--- src/rtl/matrix_op_sequencer_if.sv ---
// Decoder and matrix-memory bus of the matrix coprocessor sequencer.
// Command, operand-read, result-write and status signals.
interface matrix_op_sequencer_if;
  logic              start;
  logic        [2:0] opcode;
  logic        [2:0] size;
  logic signed [7:0] scalar;
  logic        [4:0] a_addr;
  logic        [4:0] b_addr;
  logic signed [7:0] a_data;
  logic signed [7:0] b_data;
  logic        [4:0] c_addr;
  logic signed [7:0] c_wdata;
  logic              c_we;
  logic              busy;
  logic              done;
  logic              ovf;
  logic              err;

  modport master (
    output start, opcode, size, scalar,
    output a_data, b_data,
    input  a_addr, b_addr,
    input  c_addr, c_wdata, c_we,
    input  busy, done, ovf, err
  );

  modport slave (
    input  start, opcode, size, scalar,
    input  a_data, b_data,
    output a_addr, b_addr,
    output c_addr, c_wdata, c_we,
    output busy, done, ovf, err
  );
endinterface

--- src/rtl/matrix_op_sequencer.sv ---
// Matrix coprocessor sequencer: walks 5x5 A/B memories and
// writes ADD/SUB/SCALE/TRANS/MATMUL results into C.
module matrix_op_sequencer (
  input logic                  clk,
  input logic                  reset,
  matrix_op_sequencer_if.slave bus
);

  typedef enum logic [2:0] {
    IDLE,
    READ,
    MAC,
    WRITE,
    DONE
  } state_t;

  localparam logic [2:0] OP_ADD   = 3'd0;
  localparam logic [2:0] OP_SUB   = 3'd1;
  localparam logic [2:0] OP_SCALE = 3'd2;
  localparam logic [2:0] OP_TRANS = 3'd3;
  localparam logic [2:0] OP_MM    = 3'd4;

  state_t state, state_n;

  logic        [2:0]  op_q, op_n;
  logic        [2:0]  n_q, n_n;
  logic signed [7:0]  sc_q, sc_n;
  logic        [2:0]  i, j, k;
  logic        [2:0]  i_n, j_n, k_n;
  logic signed [19:0] acc, acc_n;
  logic        [4:0]  a_addr_q, a_addr_n;
  logic        [4:0]  b_addr_q, b_addr_n;
  logic               ovf_q, ovf_n;
  logic               err_q, err_n;
  logic               load;
  logic               legal;
  logic               last;

  logic signed [8:0]  add9;
  logic signed [8:0]  sub9;
  logic signed [15:0] sprod;
  logic signed [15:0] mprod;
  logic signed [19:0] res;
  logic               sat_hi;
  logic               sat_lo;
  logic signed [7:0]  sat8;

  function automatic logic [4:0] rc(
    input logic [2:0] r,
    input logic [2:0] c
  );
    return {r, 2'b00} + {2'b00, r} + {2'b00, c};
  endfunction

  assign legal = (bus.opcode <= OP_MM) &&
                 (bus.size != 3'd0) &&
                 (bus.size <= 3'd5);

  assign last = (i == n_q - 3'd1) && (j == n_q - 3'd1);

  assign add9  = {bus.a_data[7], bus.a_data} +
                 {bus.b_data[7], bus.b_data};
  assign sub9  = {bus.a_data[7], bus.a_data} -
                 {bus.b_data[7], bus.b_data};
  assign sprod = 16'(bus.a_data) * 16'(sc_q);
  assign mprod = 16'(bus.a_data) * 16'(bus.b_data);

  always_comb begin
    res = '0;
    unique case (1'b1)
      (op_q == OP_ADD):   res = 20'(add9);
      (op_q == OP_SUB):   res = 20'(sub9);
      (op_q == OP_SCALE): res = 20'(sprod);
      (op_q == OP_TRANS): res = 20'(bus.a_data);
      (op_q == OP_MM):    res = acc;
      default:            res = '0;
    endcase
  end

  assign sat_hi = res > 20'sd127;
  assign sat_lo = res < -20'sd128;
  assign sat8   = sat_hi ? 8'sd127 :
                  sat_lo ? -8'sd128 :
                  res[7:0];

  always_comb begin
    state_n = state;
    op_n    = op_q;
    n_n     = n_q;
    sc_n    = sc_q;
    i_n     = i;
    j_n     = j;
    k_n     = k;
    acc_n   = acc;
    ovf_n   = ovf_q;
    err_n   = err_q;
    load    = 1'b0;
    unique case (state)
      IDLE: begin
        if (bus.start) begin
          op_n  = bus.opcode;
          n_n   = bus.size;
          sc_n  = bus.scalar;
          i_n   = '0;
          j_n   = '0;
          k_n   = '0;
          acc_n = '0;
          ovf_n = 1'b0;
          err_n = !legal;
          if (legal) begin
            state_n = READ;
            load    = 1'b1;
          end else begin
            state_n = DONE;
          end
        end
      end
      READ: begin
        state_n = (op_q == OP_MM) ? MAC : WRITE;
      end
      MAC: begin
        acc_n = acc + 20'(mprod);
        if (k < n_q - 3'd1) begin
          k_n     = k + 3'd1;
          state_n = READ;
          load    = 1'b1;
        end else begin
          state_n = WRITE;
        end
      end
      WRITE: begin
        ovf_n = ovf_q | sat_hi | sat_lo;
        k_n   = '0;
        acc_n = '0;
        if (j == n_q - 3'd1) begin
          j_n = '0;
          i_n = i + 3'd1;
        end else begin
          j_n = j + 3'd1;
        end
        if (last) begin
          state_n = DONE;
        end else begin
          state_n = READ;
          load    = 1'b1;
        end
      end
      DONE: begin
        state_n = IDLE;
      end
      default: begin
        state_n = IDLE;
      end
    endcase
  end

  // operand addresses follow the counters as they enter READ
  always_comb begin
    a_addr_n = a_addr_q;
    b_addr_n = b_addr_q;
    if (load) begin
      unique case (1'b1)
        (op_n == OP_TRANS): begin
          a_addr_n = rc(j_n, i_n);
          b_addr_n = rc(i_n, j_n);
        end
        (op_n == OP_MM): begin
          a_addr_n = rc(i_n, k_n);
          b_addr_n = rc(k_n, j_n);
        end
        default: begin
          a_addr_n = rc(i_n, j_n);
          b_addr_n = rc(i_n, j_n);
        end
      endcase
    end
  end

  always_ff @(posedge clk) begin
    if (!reset) begin
      state    <= IDLE;
      op_q     <= '0;
      n_q      <= '0;
      sc_q     <= '0;
      i        <= '0;
      j        <= '0;
      k        <= '0;
      acc      <= '0;
      a_addr_q <= '0;
      b_addr_q <= '0;
      ovf_q    <= 1'b0;
      err_q    <= 1'b0;
    end else begin
      state    <= state_n;
      op_q     <= op_n;
      n_q      <= n_n;
      sc_q     <= sc_n;
      i        <= i_n;
      j        <= j_n;
      k        <= k_n;
      acc      <= acc_n;
      a_addr_q <= a_addr_n;
      b_addr_q <= b_addr_n;
      ovf_q    <= ovf_n;
      err_q    <= err_n;
    end
  end

  assign bus.a_addr  = a_addr_q;
  assign bus.b_addr  = b_addr_q;
  assign bus.c_we    = (state == WRITE);
  assign bus.c_addr  = (state == WRITE) ? rc(i, j) : '0;
  assign bus.c_wdata = (state == WRITE) ? sat8 : '0;
  assign bus.busy    = (state != IDLE);
  assign bus.done    = (state == DONE);
  assign bus.ovf     = ovf_q;
  assign bus.err     = err_q;

endmodule

--- src/flat_wrapper.sv ---
// flat-port wrapper written by rule: the top's interface ports become plain ports
module matrix_op_sequencer_flat 
  (clk, reset, bus_start, bus_opcode, bus_size, bus_scalar, bus_a_data, bus_b_data, bus_a_addr, bus_b_addr, bus_c_addr, bus_c_wdata, bus_c_we, bus_busy, bus_done, bus_ovf, bus_err);
  matrix_op_sequencer_if bus_i ();
  input logic clk;
  input logic reset;
  input wire logic [$bits(bus_i.start)-1:0] bus_start;
  input wire logic [$bits(bus_i.opcode)-1:0] bus_opcode;
  input wire logic [$bits(bus_i.size)-1:0] bus_size;
  input wire logic [$bits(bus_i.scalar)-1:0] bus_scalar;
  input wire logic [$bits(bus_i.a_data)-1:0] bus_a_data;
  input wire logic [$bits(bus_i.b_data)-1:0] bus_b_data;
  output wire logic [$bits(bus_i.a_addr)-1:0] bus_a_addr;
  output wire logic [$bits(bus_i.b_addr)-1:0] bus_b_addr;
  output wire logic [$bits(bus_i.c_addr)-1:0] bus_c_addr;
  output wire logic [$bits(bus_i.c_wdata)-1:0] bus_c_wdata;
  output wire logic [$bits(bus_i.c_we)-1:0] bus_c_we;
  output wire logic [$bits(bus_i.busy)-1:0] bus_busy;
  output wire logic [$bits(bus_i.done)-1:0] bus_done;
  output wire logic [$bits(bus_i.ovf)-1:0] bus_ovf;
  output wire logic [$bits(bus_i.err)-1:0] bus_err;
  assign bus_i.start = bus_start;
  assign bus_i.opcode = bus_opcode;
  assign bus_i.size = bus_size;
  assign bus_i.scalar = bus_scalar;
  assign bus_i.a_data = bus_a_data;
  assign bus_i.b_data = bus_b_data;
  assign bus_a_addr = bus_i.a_addr;
  assign bus_b_addr = bus_i.b_addr;
  assign bus_c_addr = bus_i.c_addr;
  assign bus_c_wdata = bus_i.c_wdata;
  assign bus_c_we = bus_i.c_we;
  assign bus_busy = bus_i.busy;
  assign bus_done = bus_i.done;
  assign bus_ovf = bus_i.ovf;
  assign bus_err = bus_i.err;
  matrix_op_sequencer u_core (.clk(clk), .reset(reset), .bus(bus_i));
endmodule
--- config.mk ---
export PLATFORM = sky130hd
export DESIGN_NAME = matrix_op_sequencer_flat
export DESIGN_NICKNAME = d
export VERILOG_FILES = /design/src/rtl/matrix_op_sequencer_if.sv /design/src/rtl/matrix_op_sequencer.sv /design/src/flat_wrapper.sv
export SDC_FILE = /design/constraint.sdc
export NUM_CORES = 1
export LEC_CHECK = 0
export BUFFER_PORTS_ARGS = -buffer_cell sky130_fd_sc_hd__buf_4
export CORE_UTILIZATION = 55
export DETAILED_ROUTE_END_ITERATION = 10
export HOLD_SLACK_MARGIN = 0.12
export MAX_ROUTING_LAYER = met4
export PLACE_DENSITY = 0.74
export SETUP_SLACK_MARGIN = 0.5
export SYNTH_ARGS = -nofsm -noshare
export SYNTH_HDL_FRONTEND = slang
export SYNTH_SLANG_ARGS = --single-unit
--- constraint.sdc ---
create_clock -name clk -period 6.3 [get_ports clk]
set_clock_uncertainty 0.2 [all_clocks]
set_input_delay 0.63 -clock clk [delete_from_list [all_inputs] [get_ports clk]]
set_output_delay 0.63 -clock clk [all_outputs]
set_load 0.005 [all_outputs]
==> metrics.txt <==
outcome finished with violations; failing checks negative setup slack; final WL 27.1 mm; final cell count without fillers 1591; Global Route Usage Sum 0.300; final worst path period share 1.06; Antenna Cells 0; post-route ant nets 0; Crit path largest cell delay 0.52 ns; setup slack after layout -0.352 ns; hpwl dp 22.0 mm; critical path class in -> out; first-pass GRT wire length 46.1 mm; worst-path maximum fanout 12; core area 0.0187 mm2; largest net degree at the start of global routing 48; Reg area 0.00118 mm2; WL met2 13.4 mm; DIE HEIGHT 140 um; I/O Buffers 60; ys flop type dfxtp_1; Warnings, synthesis 0; fill cell count 1501; async set-reset flop share out of synthesis 0; CTS tree built; Tmin final 6.65 ns; Top Metal Used met4; Most common cell on crit path buf_4; sequential share of the synthesized area 0.110; largest family of logic cells by synthesized area adder cells; EDFF count, synth 0; syn_nets 1524; Slew Viols, Final 0; crit path cell chain buf_4, buf_4, and2_1, ha_1, fa_1, ha_1, fa_1, ha_2, fa_2, a21o_1, buf_4, a211oi_1, o22ai_1, or4_4, or4b_4, o311ai_4, buf_12, o22ai_2, buf_4; Final Setup Violations 7; I/O Pins 61; Placed Cells 1561; delay-heaviest family, CP adder cells; pwr dens 305 mW/mm2; Initial Util 0.563; Critical-path top delay cell or4b_4; area of the multi-input gates 0.00882 mm2; final routed DRC violation total 0; synthesized-area fraction occupied by and/or/nand/nor cells 0.173; peak supply drop 0.377 mV; DR pass1 iterations 5; met1 WL 11.9 mm; initial antenna violation count 0; Rel. slew slack 0.427; Worst Path Arrival 5.82 ns; row count 50; unrepaired setup endpoints after global routing true; Clock Latency Late Sink 0.33 ns; Synth cell types 70; via density per instance 5.69; ratio of cells with drive above 1 in the final layout 0.201; chip width 140 um; Synth-to-Final Area Change 20.0%; CP bufs+invs 5; Slew @ Worst Pin 0.856 ns; vias in the first global route 9420; most frequent cells in the layout inv_1 (182), buf_4 (149), fa_1 (148); H-tree depth 3; Max Clk Rate 150 MHz; Netlist Area Pre-Place 0.0105 mm2; Root Driver clkbuf_16; Post-Synth Adder-Cell Area 0.432; mux contribution to synthesized area 0.00998; #FFs+latches synth 58; synthesized instance count 1219; clk sink count 58; dpl cell area 0.0120 mm2; Hold Vio Cnt, Final 0; finished layout cell area 0.0126 mm2; drt initial violations 566; routed len/inst 17.0 um; Placer Congestion 0.913; most common cell after layout, fill and taps aside inv_1; via count 9048; Max Root-Sink Buffers 2; XOR/XNOR Fraction of Synth Area 0.0439; worst hold path type reg -> reg; Met3 Routed Length 1.39 mm; Final #Nets 1657; startpoint types input port; Lkg Pwr 0.00611 uW; Post-CTS Hold Fix Bufs 0; Synth Area in Compound Gates 0.144; Worst EP required 5.47 ns; CP Capture Type primary output; GR Overflow Total 0; max-cap viol count 0; CTS Buf Count 9; die area 0.0197 mm2; Syn Area/Cell 8.64 um2; Reg clk slew, reported paths 0.06 ns
[cell families after synthesis]
family	Yosys count
muxes	10
DFF	58
adders and majority gates	272
AOI/OAI and AO/OA	224
xor gates and xnor gates	51
buffers and inverters	238
and+or+nand+nor	366
[sequential cells by signal (all words and copies together) (netlist names)]
register / count
u_core.n_q: 3
u_core.bus.b_addr: 5
u_core.j: 3
u_core.acc: 20
u_core.op_q: 3
u_core.sc_q: 8
u_core.i: 3
u_core.bus.err: 1
u_core.k: 3
u_core.state: 3
u_core.bus.a_addr: 5
u_core.bus.ovf: 1
[Yosys cell counts (all sizes together) (5+ instances only)]
cell / n / area, um2
inv: 198 / 743
fa: 153 / 3060
ha: 119 / 1490
nand2: 102 / 383
nor2: 83 / 312
and2: 74 / 463
dfxtp: 58 / 1160
a21oi: 56 / 280
o21ai: 40 / 200
xnor2: 38 / 333
clkbuf: 31 / 116
a211oi: 22 / 175
nor3: 20 / 105
a22oi: 19 / 143
nor2b: 17 / 106
nand2b: 16 / 100
a21o: 15 / 113
nand3: 15 / 75.1
xor2: 12 / 105
a31oi: 8 / 50.1
buf: 8 / 46.3
and3: 7 / 43.8
o22ai: 7 / 43.8
o31ai: 7 / 52.6
mux2i: 6 / 60.1
o21a: 6 / 45.0
or3: 6 / 37.5
o211ai: 5 / 37.5
[worst register-to-register path: cells and delay by family (launching register included)]
family	cells	cell delay, ns
adder cells (fa/ha/maj)	5	2.14
AND/OR/NAND/NOR	4	1.14
buffers and inverters	6	0.53
AO/OA/AOI/OAI	4	1.18
multiplexers	1	0.29
flip-flops	1	0.36
[timing repair]
action	in CTS	in global routing
resized for setup	49	24
buffers inserted	9	5
gates cloned	0	0
setup endpoints to repair	9	14
pin swaps	37	5
[layer usage]
layer	GRT usage	up-vias
li1	-	4284
met1	0.400	4459
met2	0.502	270
met3	0.0304	35
met4	0.0544	0
met5	-	-
[layout make-up]
cell class / instances / share of cell area
Tap cell: 234 / 0.0232
Multi-Input combinational cell: 923 / 0.698
Sequential cell: 58 / 0.0931
Inverter: 199 / 0.0598
Timing Repair Buffer: 161 / 0.0999
Clock buffer: 9 / 0.0178
Clock inverter: 7 / 0.00802
[where the power goes]
| group | switching [uW] | internal [uW] | total [uW] |
|---|---|---|---|
| clock | 204 | 350 | 554 |
| combinational | 1480 | 1380 | 2860 |
| sequential | 40.6 | 400 | 441 |
[path summary, 6_finish.rpt]
path                                     start              to  cells after the start  slack, ns
worst min register to register   u_core.n_q[1]   u_core.n_q[1]                      2       0.27
worst max register to register  u_core.sc_q[3]  u_core.bus.ovf                     20       0.37
worst max-delay path             bus_a_data[3]  bus_c_wdata[0]                     19      -0.35
worst min-delay path             u_core.n_q[1]   u_core.n_q[1]                      2       0.27
[stage by stage]
step | hold WS [ns] | total power (uW) | setup slack, ns | util | setup TNS (ns)
after floorplan | 0.236 | 2400 | -0.235 | - | -1.42
after global placement | 0.249 | 3100 | -0.455 | 0.640 | -3.08
after detailed placement | 0.257 | 3150 | -0.550 | 0.640 | -3.71
after CTS | 0.265 | 3800 | -0.354 | 0.669 | -2.40
after global routing | 0.274 | 4260 | -0.479 | 0.676 | -3.26
final | 0.273 | 3850 | -0.352 | 0.676 | -2.37
Power figures use the tool's default switching activity.
